`config.mk`:
```
export PLATFORM = sky130hd
export DESIGN_NAME = alu_op_sequencer
export DESIGN_NICKNAME = d
export VERILOG_FILES = /design/src/rtl/alu_op_sequencer.sv
export SDC_FILE = /design/constraint.sdc
export NUM_CORES = 1
export LEC_CHECK = 0
export ABC_AREA = 0
export BUFFER_PORTS_ARGS = -buffer_cell sky130_fd_sc_hd__clkbuf_2
export CORE_MARGIN = 1
export CORE_UTILIZATION = 30
export DETAILED_ROUTE_END_ITERATION = 8
export SYNTH_ARGS = -nofsm -noshare
export SYNTH_HDL_FRONTEND = slang
export SYNTH_SLANG_ARGS = --single-unit
```
`constraint.sdc`:
```
create_clock -name clk -period 3.2 [get_ports clk]
set_input_delay 0.64 -clock clk [delete_from_list [all_inputs] [get_ports clk]]
set_output_delay 0.64 -clock clk [all_outputs]
set_load 0.03 [all_outputs]
```
`src/rtl/alu_op_sequencer.sv`:
```
// Command-queue front end for the 8-bit ALU: buffers op commands, drives the ALU, returns results.
// Optional ALU_SEQ_ECHO_EN adds rsp_a/rsp_b echoing the operands driven for each response.
module alu_op_sequencer #(
  parameter int unsigned WIDTH   = 8,
  parameter int unsigned DEPTH   = 4,
  parameter int unsigned ALU_LAT = 2
) (
  input  logic             clk,
  input  logic             rst,
  input  logic             cmd_valid,
  output logic             cmd_ready,
  input  logic [1:0]       cmd_mode,
  input  logic [6:0]       cmd_op,
  input  logic [WIDTH-1:0] cmd_a,
  input  logic [WIDTH-1:0] cmd_b,
  output logic             alu_on,
  output logic [2:0]       alu_in_sel,
  output logic [WIDTH-1:0] alu_num1,
  output logic [WIDTH-1:0] alu_num2,
  output logic [6:0]       alu_out_sel,
  input  logic [WIDTH-1:0] alu_out,
  output logic             rsp_valid,
  input  logic             rsp_ready,
  output logic [WIDTH-1:0] rsp_data,
  output logic             rsp_err,
`ifdef ALU_SEQ_ECHO_EN
  output logic [WIDTH-1:0] rsp_a,
  output logic [WIDTH-1:0] rsp_b,
`endif
  output logic [1:0]       state
);

  localparam int unsigned PTR_W = (DEPTH > 1) ? $clog2(DEPTH) : 1;
  localparam int unsigned CNT_W = (ALU_LAT > 1) ? $clog2(ALU_LAT) : 1;
  localparam logic [CNT_W-1:0] CNT_LAST = CNT_W'(ALU_LAT - 1);
  localparam logic [1:0] MODE_LOAD = 2'd0;
  localparam logic [1:0] MODE_PERS = 2'd1;
  localparam logic [1:0] MODE_CLR  = 2'd2;
  localparam logic [1:0] MODE_ILL  = 2'd3;

  typedef enum logic [1:0] {IDLE = 2'b00, ISSUE = 2'b01, WAIT = 2'b10, RESP = 2'b11} state_t;

  typedef struct packed {
    logic [1:0]       mode;
    logic [6:0]       op;
    logic [WIDTH-1:0] a;
    logic [WIDTH-1:0] b;
  } cmd_t;

  state_t             cur, nxt;
  cmd_t               mem [DEPTH];
  cmd_t               head;
  logic [PTR_W-1:0]   wr_ptr, rd_ptr;
  logic [PTR_W:0]     count;
  logic               full, empty, push, pop, done, head_legal;
  logic [CNT_W-1:0]   cnt;
  logic [1:0]         cur_mode;
  logic [WIDTH-1:0]   last_result, result;

  // Clear ignores the op field; every other mode needs a single op bit.
  function automatic logic is_legal(input cmd_t c);
    logic onehot;
    onehot = (c.op != 7'd0) && ((c.op & (c.op - 7'd1)) == 7'd0);
    return (c.mode != MODE_ILL) && ((c.mode == MODE_CLR) || onehot);
  endfunction

  assign state      = cur;
  assign full       = (count == (PTR_W+1)'(DEPTH));
  assign empty      = (count == '0);
  assign cmd_ready  = rst && !full;
  assign push       = cmd_valid && cmd_ready;
  assign head       = mem[rd_ptr];
  assign head_legal = is_legal(head);
  assign result     = (cur_mode == MODE_CLR) ? '0 : alu_out;

  always_ff @(posedge clk) begin
    if (!rst) cur <= IDLE;
    else      cur <= nxt;
  end

  always_comb begin
    nxt  = cur;
    pop  = 1'b0;
    done = 1'b0;
    case (cur)
      IDLE: begin
        if (!empty) begin
          pop = 1'b1;
          nxt = head_legal ? ISSUE : RESP;
        end
      end
      ISSUE: nxt = WAIT;
      WAIT: begin
        if (cnt == CNT_LAST) begin
          done = 1'b1;
          nxt  = RESP;
        end
      end
      RESP: begin
        if (rsp_ready) begin
          if (!empty) begin
            pop = 1'b1;
            nxt = head_legal ? ISSUE : RESP;
          end else begin
            nxt = IDLE;
          end
        end
      end
      default: nxt = IDLE;
    endcase
  end

  always_ff @(posedge clk) begin
    if (!rst) begin
      wr_ptr <= '0;
      rd_ptr <= '0;
      count  <= '0;
    end else begin
      if (push) wr_ptr <= wr_ptr + PTR_W'(1);
      if (pop)  rd_ptr <= rd_ptr + PTR_W'(1);
      case ({push, pop})
        2'b10:   count <= count + (PTR_W+1)'(1);
        2'b01:   count <= count - (PTR_W+1)'(1);
        default: ;
      endcase
    end
  end

  always_ff @(posedge clk) begin
    if (push) mem[wr_ptr] <= '{mode: cmd_mode, op: cmd_op, a: cmd_a, b: cmd_b};
  end

  // Latency counter restarts every ISSUE so sampling lands ALU_LAT edges into WAIT.
  always_ff @(posedge clk) begin
    if (!rst)               cnt <= '0;
    else if (cur == ISSUE)  cnt <= '0;
    else if (cur == WAIT)   cnt <= cnt + CNT_W'(1);
  end

  always_ff @(posedge clk) begin
    if (!rst) begin
      alu_on      <= 1'b0;
      alu_in_sel  <= 3'b000;
      alu_num1    <= '0;
      alu_num2    <= '0;
      alu_out_sel <= 7'd0;
      rsp_valid   <= 1'b0;
      rsp_data    <= '0;
      rsp_err     <= 1'b0;
      cur_mode    <= MODE_LOAD;
      last_result <= '0;
`ifdef ALU_SEQ_ECHO_EN
      rsp_a       <= '0;
      rsp_b       <= '0;
`endif
    end else if (pop) begin
      cur_mode <= head.mode;
      if (head_legal) begin
        alu_on    <= 1'b1;
        rsp_valid <= 1'b0;
        rsp_err   <= 1'b0;
        case (head.mode)
          MODE_LOAD: begin
            alu_in_sel  <= 3'b010;
            alu_num1    <= head.a;
            alu_num2    <= head.b;
            alu_out_sel <= head.op;
          end
          MODE_PERS: begin
            alu_in_sel  <= 3'b001;
            alu_num1    <= last_result;
            alu_num2    <= head.b;
            alu_out_sel <= head.op;
          end
          default: begin
            alu_in_sel  <= 3'b100;
            alu_num1    <= '0;
            alu_num2    <= '0;
            alu_out_sel <= 7'd0;
          end
        endcase
      end else begin
        rsp_valid <= 1'b1;
        rsp_err   <= 1'b1;
        rsp_data  <= '0;
`ifdef ALU_SEQ_ECHO_EN
        rsp_a     <= '0;
        rsp_b     <= '0;
`endif
      end
    end else if (done) begin
      alu_on      <= 1'b0;
      alu_in_sel  <= 3'b000;
      alu_num1    <= '0;
      alu_num2    <= '0;
      alu_out_sel <= 7'd0;
      rsp_valid   <= 1'b1;
      rsp_err     <= 1'b0;
      rsp_data    <= result;
      last_result <= result;
`ifdef ALU_SEQ_ECHO_EN
      rsp_a       <= alu_num1;
      rsp_b       <= alu_num2;
`endif
    end else if ((cur == RESP) && rsp_ready) begin
      rsp_valid <= 1'b0;
    end
  end

endmodule

```
==> flow_summary_export.csv, run 1 <==
group,metric,value,unit
power,netSwitchingPower,0.00152,W
yosys,async_reset_ff_share,0,%
timing,worst_pin_slew,0.741,ns
power,power_frac_seq,43.7,%
clock_tree,cts_setup_buffers,0,
worst_setup_path,regToRegEndpoint,"rsp_data[0]$_SDFFE_PN0P_",
worst_setup_path,cpMostUsedCell,"buf_4",
power,peakVddDrop,0.000351,V
worst_setup_path,rr_worst_depth,7,
clock_tree,clk_pin_slew,0.06,ns
drt,drtIter0Drc,244,
worst_setup_path,reg2reg_slack,0.38,ns
worst_setup_path,startpoint_type,"flip-flop",
clock_tree,clkLatencyLatePin,0.41,ns
timing,slew_viol_final,0,
power,p_clk_share,34.6,%
yosys,synth-seq-cells,159,
layout,diodes,0,
yosys,synth_cells,393,
clock_tree,htreeDepth,4,
yosys,yosys.area.top_type,"edfxtp_1",
worst_hold_path,hold_class,"reg2reg",
worst_hold_path,min_from,"last_result[2]$_SDFFE_PN0P_",
floorplanning,io_pins,77,
power,p_sw_share,27.4,%
global_routing,grt_pass1_wl,20.7,mm
clock_tree,cts-root-buf,"clkbuf_16",
layout,syn_to_final_growth,21.1,%
worst_setup_path,path_class,"reg2reg",
drt,vias_per_cell,4.70,
global_routing,overflow,0,
floorplanning,dieArea,21300,sq um
drt,dr_total_vias,3622,
yosys,yosysWarnings,0,
power,intPower,0.00403,W
floorplanning,initial_core_util,30.7,%
layout,nets,535,
worst_hold_path,worstHoldPathCells,2,
drt,drtAntennaViolNets,0,
worst_setup_path,crit_buf_inv,2,
worst_setup_path,cp_top_family,"simple AND/OR/NAND/NOR gates",
layout,layout_common_cells,"edfxtp_1 (100), clkbuf_2 (76), dfxtp_1 (58), nand2_1 (42), mux4_2 (25)",
worst_setup_path,cp_slowest_stage_delay,0.71,ns
power,p_comb_share,21.6,%
job,maxCapViolCount,0,
timing,max_slew_margin,50.2,%
power,power_density,739,nW/um^2
yosys,netlist.area_leader.share,48.4,%
timing,fmax,0.354,GHz
clock_tree,cts_inserted_buffers,17,
timing,rsz0062_at_grt,"false",
global_routing,grtUsageTotal,13.0,%
yosys,syn-cell-area,6200,sq um
layout,drive_gt1_share,32.0,%
clock_tree,cts.sinks,159,
drt,drc,0,
timing,fin_crit,2.82,ns
layout,nFillCells,1913,
clock_tree,clk_path_buf_depth,2,
layout,layout_commonest_cell,"edfxtp_1",
placed_design,dp_cells,738,
global_routing,antenna_found_initial,0,
yosys,synthFlopType,"edfxtp_1",
worst_setup_path,arrival,3.09,ns
floorplanning,rows,52,
worst_setup_path,critPathMaxFanout,12,
placed_design,gp_congestion,0.772,
worst_setup_path,crit_slowest_cell,"dfxtp_1",
power,leakage,2.68,nW
placed_design,dp_slack,0.367,ns
timing,finalSetupViolations,0,
drt,routedWlPerCell,17.1,microns
placed_design,place_hpwl,9.02,mm
floorplanning,coreArea,20200,sq um
worst_setup_path,worstPathCellList,"buf_4 > mux4_2 > nor2b_1 > buf_4 > nand2b_1 > nor2_1 > o32ai_1",
timing,fin_crit_sh,88.3,%
timing,final_hold_viol_count,0,
yosys,synth_enable_flop_cells,100,
layout,stdcell_count,770,
global_routing,grt_start_max_net_pins,26,
timing,fin_skew,0.0145,ns
outcome,status,"finished clean",
timing,fin_tns_setup,0,ns
timing,fin_ws,0.376,ns
yosys,ys_seq_area_share,67.5,%
worst_setup_path,end_kind,"flip-flop",
drt,first_pass_iters,5,
floorplanning,fp.dieH,146,microns
drt,wirelength,13.1,mm
timing,whs,0.446,ns
placed_design,port_buffers,76,
clock_tree,ctsResizeCount,0,
global_routing,grt_pass1_vias,3719,
yosys,ys_types,52,
yosys,avgSynthCellArea,15.8,sq um
worst_setup_path,cp_data_required_time,3.47,ns
yosys,synthTopCellsByArea,"edfxtp_1 (48%), dfxtp_1 (19%), mux4_2 (9.1%)",
floorplanning,die_w,146,microns
worst_hold_path,worstHoldEndpoint,"last_result[2]$_SDFFE_PN0P_",
yosys,synth_nets,441,
clock_tree,cts.hold.buffers_added,0,
clock_tree,cts_tree,"done",
==> layout make-up <==
type / count / area (sq um) / area share [%]
Clock buffer: 26 / 479 / 6.38
Sequential cell: 159 / 4190 / 55.7
Multi-Input combinational cell: 204 / 1860 / 24.8
Clock inverter: 6 / 88.8 / 1.18
Timing Repair Buffer: 93 / 508 / 6.77
Inverter: 12 / 45.0 / 0.600
Tap cell: 270 / 338 / 4.50
==> registers in the layout, summed over array words and instances (netlist names), 2 cells and up, named ones only <==
signal and flops:
alu_in_sel 3, alu_num1 8, alu_num2 8, alu_out_sel 7
count 3, cur_mode 2, last_result 8, mem 100
rd_ptr 2, rsp_data 8, state 2, wr_ptr 2
==> cell usage after synthesis (all sizes together) (6+ instances only) <==
library cell  number
edfxtp           100
mux2               8
a32o              20
o21ai             10
a21oi             11
buf               11
nor2              12
inv               11
ha                10
mux4              25
clkbuf             7
dfxtp             59
nand2             42
o31ai              8
and3               6
==> cells by family after synthesis <==
group                    after synthesis  synth area share, %
buffers and inverters                 30                 2.60
AND/OR/NAND/NOR                       78                 6.01
AO/OA/AOI/OAI                         75                 10.1
multiplexers                          33                 10.5
XOR/XNOR                               7                0.989
adder cells (fa/ha/maj)               11                 2.34
flip-flops                           159                 67.5
==> how the worst max path moves through the flow <==
stage / startpoint / end / slack, ns / cells past startpoint
6_report: flip-flop / rsp_data[0]$_SDFFE_PN0P_ / 0.38 / 7
5_1_grt: state[0]$_SDFFE_PN0P_ / rsp_data[0]$_SDFFE_PN0P_ / 0.19 / 8
4_1_cts: flip-flop / rsp_data[0]$_SDFFE_PN0P_ / 0.33 / 7
3_5_place_dp: flip-flop / rsp_data[0]$_SDFFE_PN0P_ / 0.37 / 7
3_3_place_gp: flip-flop / alu_out_sel[6]$_SDFFE_PN0P_ / 0.41 / 8
2_1_floorplan: state[0]$_SDFFE_PN0P_ / count[2]$_SDFFE_PN0P_ / 0.16 / 12
==> power groups by stage <==
stage / combinational [W] / clock, W / sequential (W)
2_1_floorplan: 0.000881 / 0 / 0.00248
3_3_place_gp: 0.00117 / 0 / 0.00246
3_5_place_dp: 0.00121 / 0 / 0.00247
4_1_cts: 0.00122 / 0.00197 / 0.00243
5_1_grt: 0.00132 / 0.00206 / 0.00245
6_report: 0.00120 / 0.00192 / 0.00243
==> worst reg2reg max path: cells and delay by family, from the launching register on <==
kind            cells  cell delay, ns
flops               1            0.71
buf+inv             2            0.44
compound gates      1            0.18
simple gates        3            0.98
mux                 1            0.37
==> per-layer routing <==
| layer | share of wire, % | track usage, % |
|---|---|---|
| met4 | 1.0 | 4.68 |
| met2 | 48 | 21.1 |
| met5 | 0 | 0 |
| met3 | 6.0 | 3.82 |
| met1 | 45 | 16.6 |
==> stage by stage <==
stage	area (sq um)	total power [W]	utilization (%)
detailed placement	6940	0.00368	34.3
finish	7510	0.00555	37.1
global placement	6940	0.00364	34.3
floorplan	6200	0.00336	-
global route	7510	0.00583	37.1
CTS	7510	0.00562	37.1
(Power assumes the default switching activity.)
==> run 2, diff against run 1 <==
--- a/config.mk
+++ b/config.mk
@@ -10,6 +10,8 @@
 export CORE_MARGIN = 1
 export CORE_UTILIZATION = 30
 export DETAILED_ROUTE_END_ITERATION = 8
+export PLACE_DENSITY = 0.45
+export REMOVE_ABC_BUFFERS = 1
 export SYNTH_ARGS = -nofsm -noshare
 export SYNTH_HDL_FRONTEND = slang
 export SYNTH_SLANG_ARGS = --single-unit
==> flow_summary_export.csv, run 2 (synthesized netlist as in run 1, its figures left out) <==
group,metric,value,unit
timing,rsz0062_at_grt,"false",
floorplanning,die_w,146,microns
global_routing,grt_start_max_net_pins,26,
layout,largest_register_ffs,100,
layout,syn_to_final_growth,21.0,%
drt,wirelength,13.4,mm
drt,first_pass_iters,4,
global_routing,grt_pass1_wl,21.3,mm
layout,diodes,0,
layout,layout_common_cells,"edfxtp_1 (100), clkbuf_2 (76), dfxtp_1 (58), nand2_1 (42), mux4_2 (25)",
clock_tree,clkLatencyLatePin,0.42,ns
worst_setup_path,cp_slowest_stage_delay,0.60,ns
global_routing,grtUsageTotal,13.5,%
worst_setup_path,arrival,3.23,ns
clock_tree,htreeDepth,4,
worst_setup_path,cpMostUsedCell,"inv_1",
timing,slew_viol_final,0,
layout,nFillCells,1922,
layout,nets,536,
clock_tree,cts_setup_buffers,0,
placed_design,place_hpwl,8.98,mm
job,maxCapViolCount,0,
worst_setup_path,critPathMaxFanout,20,
worst_setup_path,reg2reg_slack,0.28,ns
floorplanning,dieArea,21300,sq um
drt,drtIter0Drc,125,
worst_setup_path,startpoint_type,"flip-flop",
worst_hold_path,hold_class,"in2reg",
timing,fin_crit_sh,91.4,%
worst_setup_path,rr_worst_depth,8,
power,total_power,0.00555,W
layout,layout_commonest_cell,"edfxtp_1",
drt,drc,0,
clock_tree,ctsResizeCount,0,
worst_setup_path,path_class,"reg2reg",
clock_tree,cts_inserted_buffers,17,
floorplanning,fp.dieH,146,microns
placed_design,port_buffers,76,
timing,fin_crit,2.92,ns
worst_setup_path,worstPathCellList,"inv_1 > ha_1 > or3_1 > inv_1 > buf_4 > nand2b_1 > a211o_1 > a32o_1",
drt,drtAntennaViolNets,0,
drt,vias_per_cell,4.78,
layout,drive_gt1_share,32.6,%
worst_setup_path,timing.rr.start,"state[1]$_SDFFE_PN0P_",
clock_tree,cts.hold.buffers_added,0,
floorplanning,coreArea,20200,sq um
global_routing,grt_pass1_vias,3808,
power,peakVddDrop,0.000387,V
timing,fmax,0.342,GHz
timing,worst_pin_slew,0.770,ns
clock_tree,clk_path_buf_depth,2,
clock_tree,clk_pin_slew,0.06,ns
timing,max_slew_margin,48.7,%
floorplanning,io_pins,77,
power,power_density,740,nW/um^2
timing,fin_skew,0.00435,ns
global_routing,antenna_found_initial,1,
timing,final_hold_viol_count,0,
power,leakage,2.68,nW
clock_tree,cts_tree,"done",
worst_setup_path,end_kind,"flip-flop",
drt,dr_total_vias,3682,
worst_setup_path,cp_data_required_time,3.51,ns
layout,top_register,"mem",
clock_tree,cts.sinks,159,
floorplanning,initial_core_util,30.7,%
worst_setup_path,regToRegEndpoint,"alu_out_sel[0]$_SDFFE_PN0P_",
worst_setup_path,critical_path.endpoint,"alu_out_sel[0]$_SDFFE_PN0P_",
placed_design,gp_congestion,0.717,
worst_setup_path,crit_slowest_cell,"a211o_1",
floorplanning,rows,52,
timing,whs,0.434,ns
drt,routedWlPerCell,17.4,microns
global_routing,overflow,0,
timing,finalSetupViolations,0,
clock_tree,cts-root-buf,"clkbuf_16",
worst_setup_path,startpoint,"state[1]$_SDFFE_PN0P_",
outcome,status,"finished clean",
run 2: changes by cell type in the layout (fill, tap and decap cells not counted), sizes merged:
cell	delta
clkbuf	-5
clkinv	+4
buf	+1
run 2: final cells by class:
type / count / area (sq um) / share of cell area [%]
clock buffers: 21 / 440 / 5.87
well taps: 270 / 338 / 4.50
repair buffers: 94 / 515 / 6.87
inverters: 12 / 45.0 / 0.600
multi-input cells: 204 / 1860 / 24.8
flip-flops and latches: 159 / 4190 / 55.8
clock inverters: 10 / 116 / 1.55
run 2: how the worst min path moves through the flow:
stage,startpoint,to,slack [ns],cells past startpoint
detailed placement,last_result[1]$_SDFFE_PN0P_,last_result[1]$_SDFFE_PN0P_,0.44,2
CTS,alu_out[7],last_result[7]$_SDFFE_PN0P_,0.42,3
global route,cmd_op[1],mem[0][17]$_DFFE_PP_,0.43,1
floorplan,last_result[1]$_SDFFE_PN0P_,last_result[1]$_SDFFE_PN0P_,0.42,2
global placement,last_result[1]$_SDFFE_PN0P_,last_result[1]$_SDFFE_PN0P_,0.43,2
finish,alu_out[7],last_result[7]$_SDFFE_PN0P_,0.43,3
run 2: through the flow:
| stage | instance area [sq um] | cells | util, % | setup TNS [ns] | setup WS, ns |
|---|---|---|---|---|---|
| final | 7500 | 770 | 37.1 | 0 | 0.277 |
| after global routing | 7500 | 770 | 37.1 | 0 | 0.0637 |
| after detailed placement | 6950 | 739 | 34.3 | 0 | 0.241 |
| after floorplan | 6090 | 375 | - | -5.57 | -0.283 |
| after CTS | 7500 | 770 | 37.1 | 0 | 0.221 |
| after global placement | 6950 | 739 | 34.3 | 0 | 0.293 |
run 2: where the power goes:
part,internal (W),switching (W),leakage (nW)
clock network,0.00114,0.000774,0.267
logic,0.000519,0.000683,1.03
registers,0.00232,0.000110,1.39
total,0.00398,0.00157,2.68
run 2: metal layers:
metal,GRT usage (%),share of wire (%),up-vias
li1,-,-,1727
met1,16.9,44,1850
met2,22.2,49,94
met3,4.42,5.9,11
met4,3.79,0.97,0
met5,0,0,-
run 2: critical path: cells and delay by family, from the launching register on:
kind | cells | cell delay, ns
AO/OA/AOI/OAI | 2 | 0.98
buffers and inverters | 3 | 0.43
adder cells (fa/ha/maj) | 1 | 0.29
AND/OR/NAND/NOR | 2 | 0.67
flip-flops | 1 | 0.41
==> run 3, diff against run 2 <==
--- a/config.mk
+++ b/config.mk
@@ -7,9 +7,10 @@
 export LEC_CHECK = 0
 export ABC_AREA = 0
 export BUFFER_PORTS_ARGS = -buffer_cell sky130_fd_sc_hd__clkbuf_2
-export CORE_MARGIN = 1
+export CORE_MARGIN = 3
 export CORE_UTILIZATION = 30
 export DETAILED_ROUTE_END_ITERATION = 8
+export GPL_ROUTABILITY_DRIVEN = 0
 export PLACE_DENSITY = 0.45
 export REMOVE_ABC_BUFFERS = 1
 export SYNTH_ARGS = -nofsm -noshare
==> flow_summary_export.csv, run 3 (synthesized netlist as in run 1, its figures left out) <==
group,metric,value,unit
outcome,status,"finished clean",
clock_tree,htreeDepth,4,
clock_tree,cts.hold.buffers_added,0,
clock_tree,clk_path_buf_depth,2,
job,maxCapViolCount,0,
global_routing,grt_start_max_net_pins,26,
global_routing,grtUsageMet2,20.0,%
timing,worst_pin_slew,0.827,ns
global_routing,top_usage_layer,"met2",
drt,wirelength,13.5,mm
drt,routedWlPerCell,17.6,microns
layout,layout_common_cells,"edfxtp_1 (100), clkbuf_2 (76), dfxtp_1 (58), nand2_1 (42), mux4_2 (25)",
power,peakVddDrop,0.000405,V
clock_tree,cts-root-buf,"clkbuf_16",
global_routing,use_met1,16.2,%
clock_tree,cts_inserted_buffers,17,
drt,drtIter0Drc,161,
global_routing,grt_pass1_wl,21.1,mm
layout,nets,535,
timing,rsz0062_at_grt,"false",
global_routing,antenna_found_initial,1,
clock_tree,ctsResizeCount,0,
floorplanning,coreArea,19900,sq um
floorplanning,io_pins,77,
layout,diodes,0,
power,total_power,0.00567,W
timing,fmax,0.341,GHz
clock_tree,clkLatencyLatePin,0.42,ns
drt,dr_total_vias,3624,
timing,slew_viol_final,0,
floorplanning,fp.dieH,150,microns
worst_setup_path,end_kind,"flip-flop",
clock_tree,clk_pin_slew,0.06,ns
clock_tree,cts.sinks,159,
clock_tree,cts_setup_buffers,0,
layout,finish.utilization,37.8,%
drt,first_pass_iters,4,
global_routing,grtUsageTotal,12.7,%
drt,drc,0,
layout,drive_gt1_share,32.8,%
placed_design,port_buffers,76,
timing,fin_ws,0.263,ns
worst_setup_path,arrival,3.25,ns
worst_setup_path,rr_worst_depth,8,
layout,syn_to_final_growth,21.4,%
floorplanning,dieArea,22400,sq um
worst_setup_path,cp_data_required_time,3.51,ns
worst_setup_path,path_class,"reg2reg",
worst_setup_path,critPathMaxFanout,20,
timing,max_slew_margin,44.4,%
floorplanning,die_w,150,microns
timing,fin_crit_sh,91.8,%
global_routing,overflow,0,
floorplanning,rows,51,
floorplanning,initial_core_util,31.2,%
timing,finalSetupViolations,0,
worst_hold_path,worstHoldPathCells,1,
global_routing,grt_use_met3,4.82,%
layout,top_register,"mem",
timing,final_hold_viol_count,0,
drt,drtAntennaViolNets,0,
layout,layout_commonest_cell,"edfxtp_1",
power,leakage,2.70,nW
placed_design,place_hpwl,8.78,mm
worst_setup_path,startpoint_type,"flip-flop",
clock_tree,cts_tree,"done",
drt,vias_per_cell,4.74,
timing,fin_crit,2.94,ns
power,power_density,753,nW/um^2
worst_hold_path,hold_class,"in2reg",
timing,fin_skew,0.00687,ns
layout,largest_register_ffs,100,
global_routing,grt_pass1_vias,3673,
placed_design,dp_slack,0.210,ns
==> run 3: area by class of cell <==
class | count | area [sq um]
flip-flops and latches | 159 | 4190
inverters | 12 | 45.0
clock buffers | 19 | 433
repair buffers | 93 | 508
well taps | 265 | 332
fillers | 1922 | 12400
clock inverters | 13 | 163
multi-input cells | 204 | 1860
==> run 3: per-layer routing <==
metal	up-vias	routed length, microns
met1	1795	6020
li1	1725	-
met4	2	188
met3	17	848
met5	-	16
met2	85	6400
==> run 3: worst max-delay path, stage by stage, from the launching register on <==
cell and delay [ns]:
dfxtp_1 0.40, inv_1 0.12, ha_1 0.31, or3_1 0.53, inv_1 0.13, buf_4 0.19
nand2b_1 0.15, a211o_1 0.62, a32o_1 0.38
==> run 3: final timing paths <==
path                                                  start                           to  slack (ns)
worst max register to register        state[0]$_SDFFE_PN0P_   alu_in_sel[0]$_SDFFE_PN0P_        0.26
worst min-delay path                               cmd_b[6]          mem[2][6]$_DFFE_PP_        0.43
worst min register to register  last_result[1]$_SDFFE_PN0P_  last_result[1]$_SDFFE_PN0P_        0.45
worst max-delay path                  state[0]$_SDFFE_PN0P_   alu_in_sel[0]$_SDFFE_PN0P_        0.26
==> run 3: power breakdown <==
group	switching [W]	internal, W
Combinational	0.000689	0.000514
Sequential	0.000105	0.00232
Clock	0.000807	0.00123
==> run 3: per-stage QoR <==
step	TNS (ns)	instance area, sq um	std cells	hold slack [ns]
finish	0	7530	765	0.431
global route	0	7530	765	0.417
CTS	0	7530	765	0.416
detailed placement	0	6930	733	0.436
global placement	0	6930	733	0.433
floorplan	-5.57	6090	375	0.417
